### src/rtl/mem_port_arbiter.sv
// Shares one single-ported memory between the fetch and data ports; data wins ties.
// Optional watchdog (define MEM_ARB_WATCHDOG_EN) aborts a grant stuck for WAIT_MAX cycles.
module mem_port_arbiter #(
   parameter int unsigned ADDR_W   = 32,
   parameter int unsigned DATA_W   = 32,
   parameter int unsigned WAIT_MAX = 15
) (
   input  logic              clk_i,
   input  logic              rst_i,
   input  logic              if_req_i,
   input  logic [ADDR_W-1:0] if_addr_i,
   output logic              if_ack_o,
   output logic [DATA_W-1:0] if_rdata_o,
   output logic              if_stall_o,
   input  logic              d_req_i,
   input  logic              d_we_i,
   input  logic [ADDR_W-1:0] d_addr_i,
   input  logic [DATA_W-1:0] d_wdata_i,
   output logic              d_ack_o,
   output logic [DATA_W-1:0] d_rdata_o,
   output logic              d_stall_o,
   output logic              mem_req_o,
   output logic              mem_we_o,
   output logic [ADDR_W-1:0] mem_addr_o,
   output logic [DATA_W-1:0] mem_wdata_o,
   input  logic              mem_ack_i,
   input  logic [DATA_W-1:0] mem_rdata_i,
   output logic              err_o
);

   typedef enum logic [1:0] {StIdle, StGntIf, StGntD} state_t;

   state_t            r_state;
   logic              r_mem_req;
   logic              r_mem_we;
   logic [ADDR_W-1:0] r_mem_addr;
   logic [DATA_W-1:0] r_mem_wdata;
   logic              w_if_ack;
   logic              w_d_ack;

   // Acks come straight from the memory ack so the winner sees no extra cycle.
   assign w_if_ack = mem_ack_i & (r_state == StGntIf);
   assign w_d_ack  = mem_ack_i & (r_state == StGntD);

   assign if_ack_o    = w_if_ack;
   assign d_ack_o     = w_d_ack;
   assign if_stall_o  = if_req_i & ~w_if_ack;
   assign d_stall_o   = d_req_i & ~w_d_ack;
   assign if_rdata_o  = w_if_ack ? mem_rdata_i : '0;
   assign d_rdata_o   = (w_d_ack && !r_mem_we) ? mem_rdata_i : '0;
   assign mem_req_o   = r_mem_req;
   assign mem_we_o    = r_mem_we;
   assign mem_addr_o  = r_mem_addr;
   assign mem_wdata_o = r_mem_wdata;

`ifdef MEM_ARB_WATCHDOG_EN
   localparam int unsigned CntW = (WAIT_MAX < 16) ? 4 : $clog2(WAIT_MAX + 1);

   logic [CntW-1:0] r_wait_cnt;
   logic            r_err;
   logic            w_timeout;

   // Fires on the edge that would take the count to WAIT_MAX.
   assign w_timeout = (r_state != StIdle) && !mem_ack_i &&
                      (r_wait_cnt == CntW'(WAIT_MAX - 1));
   assign err_o     = r_err;

   always_ff @(posedge clk_i or posedge rst_i) begin
      if (rst_i) begin
         r_wait_cnt <= '0;
         r_err      <= 1'b0;
      end else begin
         if (r_state == StIdle || mem_ack_i || w_timeout) begin
            r_wait_cnt <= '0;
         end else begin
            r_wait_cnt <= r_wait_cnt + 1'b1;
         end
         if (w_timeout) begin
            r_err <= 1'b1;
         end
      end
   end
`else
   logic w_wait_max_unused;

   assign w_wait_max_unused = |WAIT_MAX;
   assign err_o             = 1'b0;
`endif

   always_ff @(posedge clk_i or posedge rst_i) begin
      if (rst_i) begin
         r_state     <= StIdle;
         r_mem_req   <= 1'b0;
         r_mem_we    <= 1'b0;
         r_mem_addr  <= '0;
         r_mem_wdata <= '0;
      end else begin
         unique case (r_state)
            StIdle: begin
               if (d_req_i) begin
                  r_state     <= StGntD;
                  r_mem_req   <= 1'b1;
                  r_mem_we    <= d_we_i;
                  r_mem_addr  <= d_addr_i;
                  r_mem_wdata <= d_wdata_i;
               end else if (if_req_i) begin
                  r_state     <= StGntIf;
                  r_mem_req   <= 1'b1;
                  r_mem_we    <= 1'b0;
                  r_mem_addr  <= if_addr_i;
                  r_mem_wdata <= '0;
               end
            end
            StGntIf, StGntD: begin
               if (mem_ack_i) begin
                  r_state   <= StIdle;
                  r_mem_req <= 1'b0;
`ifdef MEM_ARB_WATCHDOG_EN
               end else if (w_timeout) begin
                  r_state   <= StIdle;
                  r_mem_req <= 1'b0;
`endif
               end
            end
            default: begin
               r_state   <= StIdle;
               r_mem_req <= 1'b0;
            end
         endcase
      end
   end

endmodule
### config.mk
export PLATFORM = sky130hd
export DESIGN_NAME = mem_port_arbiter
export DESIGN_NICKNAME = d
export VERILOG_FILES = /design/src/rtl/mem_port_arbiter.sv
export SDC_FILE = /design/constraint.sdc
export NUM_CORES = 1
export LEC_CHECK = 0
export ABC_AREA = 0
export CELL_PAD_IN_SITES_DETAIL_PLACEMENT = 1
export CELL_PAD_IN_SITES_GLOBAL_PLACEMENT = 1
export CORE_MARGIN = 1.5
export CORE_UTILIZATION = 21
export DETAILED_ROUTE_END_ITERATION = 10
export PLACE_DENSITY_LB_ADDON = 0.1
export REMOVE_ABC_BUFFERS = 1
export SYNTH_ARGS = -nofsm -noshare
export SYNTH_HDL_FRONTEND = slang
export SYNTH_SLANG_ARGS = --single-unit
### constraint.sdc
create_clock -name clk_i -period 2.25 [get_ports clk_i]
set_input_delay 0.5625 -clock clk_i [delete_from_list [all_inputs] [get_ports clk_i]]
set_output_delay 0.5625 -clock clk_i [all_outputs]
set_load 0.005 [all_outputs]
==> impl_metrics.csv <==
group,metric,value,unit
place,dp_hpwl,11.3,mm
finish,layout.filler_cells,1793,
place,placement.io_buffers,267,
finish,final_cell_mix,"clkdlybuf4s50_1 (198), dfrtp_1 (68), buf_6 (40)",
worst_setup_path,critPathLaunch,"r_state[1]$_DFFE_PP0P_",
worst_setup_path,crit_end,"d_rdata_o[2]",
finish,syn_to_final_growth,102,%
floorplanning,die_height,131,um
finish,postLayoutCellArea,6990,um^2
detailed_routing,post_drt_wl_per_cell,19.4,um
min_path,min_path_type,"reg -> reg",
timing,timing.fmax,0.429,GHz
detailed_routing,drt_drc_violations_left,0,
global_route,grt-ovfl-total,0,
floorplanning,num_rows,46,
logic_synthesis,yosys_warnings,0,
power,power.static_leakage,3.13,nW
logic_synthesis,ys_ff_latch,68,
detailed_routing,highest_layer,"met4",
logic_synthesis,syn_area_per_cell,10.4,um^2
worst_setup_path,timing.reg2reg.worst_path_depth,9,
detailed_routing,antenna_left,0,
logic_synthesis,synth.lib_cells_used.distinct,23,
power,power_density,1080,nW/um^2
finish,fin_util,43.7,%
outcome,outcome,"complete, but fails checks",
logic_synthesis,seq_area_frac_synth,49.2,%
detailed_routing,met2RoutedLength,8.28,mm
detailed_routing,detail_route.vias_per_cell,4.68,
timing,post-route-period-util,104,%
detailed_routing,finalWirelength,16.3,mm
detailed_routing,route.vias.total,3921,
worst_setup_path,max_stage_delay,0.40,ns
timing,rsz0062_at_grt,"true",
global_route,vias_in_the_first_global_route,4204,
worst_setup_path,worst_setup_path_start_kind,"register",
detailed_routing,drtPass1Iterations,4,
global_route,initial_antenna_violation_count,1,
finish,most_common_library_cell_in_the_layout_ignoring_fill_and_taps,"clkdlybuf4s50_1",
finish,drive_above_1_share,25.3,%
logic_synthesis,cell_area_after_synthesis,3460,um^2
floorplanning,boundaryPins,269,
clocking,clk-insertion-delay-late,0.33,ns
outcome,failed_checks,"negative setup slack",
worst_setup_path,critical_path_class,"reg -> out",
worst_setup_path,critical_path.endpoint_type,"output port",
finish,final_net_count,753,
floorplanning,initial_utilization,21.6,%
place,place.gp.congestion,0.876,
global_route,grt_use_total,18.4,%
clocking,clock_net_sink_count,68,
worst_setup_path,timing.reg2reg.setup_slack,0.36,ns
logic_synthesis,post_synth_inst_count,332,
worst_setup_path,timing.critical_path.mode_cell,"buf_6",
worst_setup_path,crit_fanout,8,
detailed_routing,dr_iter_0_viols,92,
logic_synthesis,synth_area_leader_cell,"dfrtp_1",
timing,final_critical_path_setup_slack,-0.0824,ns
clocking,clk_pin_slew_worst_paths,0.05,ns
detailed_routing,detailroute.wirelength.met3,1.18,mm
global_route,first_pass_grt_wire_length,24.7,mm
logic_synthesis,netlist.area_leader.share,49.2,%
global_route,grt_start_max_net_pins,46,
worst_setup_path,crit_cells,7,
place,post_dp_cell_area,6410,um^2
floorplanning,core_region_area,16000,um^2
detailed_routing,route.layer.met1.wl,6.41,mm
clocking,htreeDepth,3,
floorplanning,chipWidth,131,um
worst_setup_path,critical_path_arrival,1.77,ns
logic_synthesis,synthTopCellsByArea,"dfrtp_1 (49%), a22o_1 (8.4%), and2_1 (6.3%)",
worst_setup_path,crit_buf_inv,4,
worst_setup_path,worst-endpoint-required,1.69,ns
timing,fin_worst_skew,0.00623,ns
clocking,clock_tree.buffer_depth,2,
timing,hold_viol,0,
worst_setup_path,timing.critical_path.max_delay_family,"buffers and inverters",
clocking,cts_made_buffers,9,
worst_setup_path,critical-path-slowest-cell,"dfrtp_1",
worst_setup_path,critical_path.reg2reg.endpoint,"mem_addr_o[30]$_DFFE_PP0P_",
clocking,cts_tree,"done",
run,maxCapViolCount,0,
worst_setup_path,crit-reg2reg-launch,"r_state[1]$_DFFE_PP0P_",
power,ir_worst_vdd,0.451,mV
timing,setup-violations-final,12,
timing,final-max-slew-violation-count,0,
worst_setup_path,worstPathCellList,"ha_4 > and3b_2 > buf_6 > buf_16 > buf_12 > and2_4 > buf_6",
floorplanning,die_area,17300,um^2
timing,period_minus_slack,2.33,ns
clocking,master_cell_of_the_clock_root_buffer,"clkbuf_16",
==> layout make-up <==
| class | count | area (um^2) | share of cell area (%) |
|---|---|---|---|
| tap | 216 | 270 | 3.87 |
| timing repair buffer | 307 | 3080 | 44.1 |
| clock inverter | 1 | 30.0 | 0.430 |
| sequential | 68 | 1700 | 24.3 |
| clock buffer | 14 | 274 | 3.92 |
| multi-input combinational | 226 | 1610 | 23.1 |
| inverter | 4 | 15.0 | 0.215 |
| antenna | 1 | 2.50 | 0.0358 |
==> cells in the mapped netlist <==
cell type  instances
o22ai_1           25
nand2_2            2
dfrtp_1           68
buf_2              7
and2_1            35
a21oi_1            4
nor2b_1            2
o21a_4             1
ha_1               3
o32ai_1           24
and3b_1            9
nor2_1            35
nand2_8            1
nor3_1            16
clkbuf_1          13
and3_1            32
nand2b_1           2
or2_1              1
inv_1              4
conb_1             1
a22o_1            33
buf_6             13
buf_4              1
==> flip-flops by register name, summed over array words and instances (netlist names) <==
register	count
mem_req_o	1
mem_we_o	1
mem_wdata_o	32
mem_addr_o	32
r_state	2
==> worst register-to-register path: stages (launching register included) <==
cell,delay (ns)
dfrtp_1,0.40
buf_4,0.14
inv_2,0.07
buf_4,0.12
ha_1,0.36
buf_4,0.21
nand2_2,0.06
buf_4,0.21
o22ai_1,0.15
nor2_1,0.06
==> worst min-delay path by stage <==
stage                                      startpoint  slack (ns)  cells past startpoint                     endpoint
after floorplan            mem_wdata_o[0]$_DFFE_PP0P_        0.49                      1   mem_wdata_o[0]$_DFFE_PP0P_
after global placement    mem_wdata_o[20]$_DFFE_PP0P_        0.48                      1  mem_wdata_o[20]$_DFFE_PP0P_
after detailed placement  mem_wdata_o[11]$_DFFE_PP0P_        0.48                      1  mem_wdata_o[11]$_DFFE_PP0P_
after CTS                  mem_wdata_o[5]$_DFFE_PP0P_        0.51                      1   mem_wdata_o[5]$_DFFE_PP0P_
after global routing       mem_wdata_o[4]$_DFFE_PP0P_        0.52                      1   mem_wdata_o[4]$_DFFE_PP0P_
final                     mem_wdata_o[20]$_DFFE_PP0P_        0.50                      1  mem_wdata_o[20]$_DFFE_PP0P_
==> metrics by stage <==
step | TNS (ns) | std cells | hold WS, ns | setup WS, ns | total power [mW]
after floorplan | -7.78 | 298 | 0.490 | -0.131 | 3.40
after global placement | -26.75 | 804 | 0.482 | -0.374 | 5.67
final | -0.721 | 837 | 0.499 | -0.0824 | 7.51
after detailed placement | -28.98 | 804 | 0.483 | -0.454 | 5.75
after CTS | -1.26 | 832 | 0.506 | -0.124 | 7.51
after global routing | -1.77 | 837 | 0.515 | -0.145 | 7.99
==> report_power, final <==
part | internal, mW | switching, mW | leakage [nW]
clock network | 0.944 | 0.507 | 0.149
logic | 2.34 | 1.55 | 2.17
registers | 1.79 | 0.384 | 0.815
==> cell families after synthesis <==
kind of cell | Yosys count | synth area share, %
AO/OA/AOI/OAI | 87 | 20.0
adder cells (fa/ha/maj) | 3 | 1.09
AND/OR/NAND/NOR | 135 | 22.4
flip-flops | 68 | 49.2
other | 1 | 0.108
buffers and inverters | 38 | 7.31
==> repair_timing <==
action | in CTS | in global routing
pin swaps | 21 | 4
resized for setup | 229 | 78
hold buffers | 0 | 0
setup endpoints to repair | 68 | 41
gates cloned | 3 | 2
buffers inserted | 10 | 2
==> layer usage <==
layer | track usage (%) | vias to the layer above
li1 | - | 1798
met2 | 32.9 | 179
met5 | 0 | -
met1 | 20.5 | 1924
met4 | 6.73 | 0
met3 | 5.67 | 20
(Power assumes the default switching activity.)
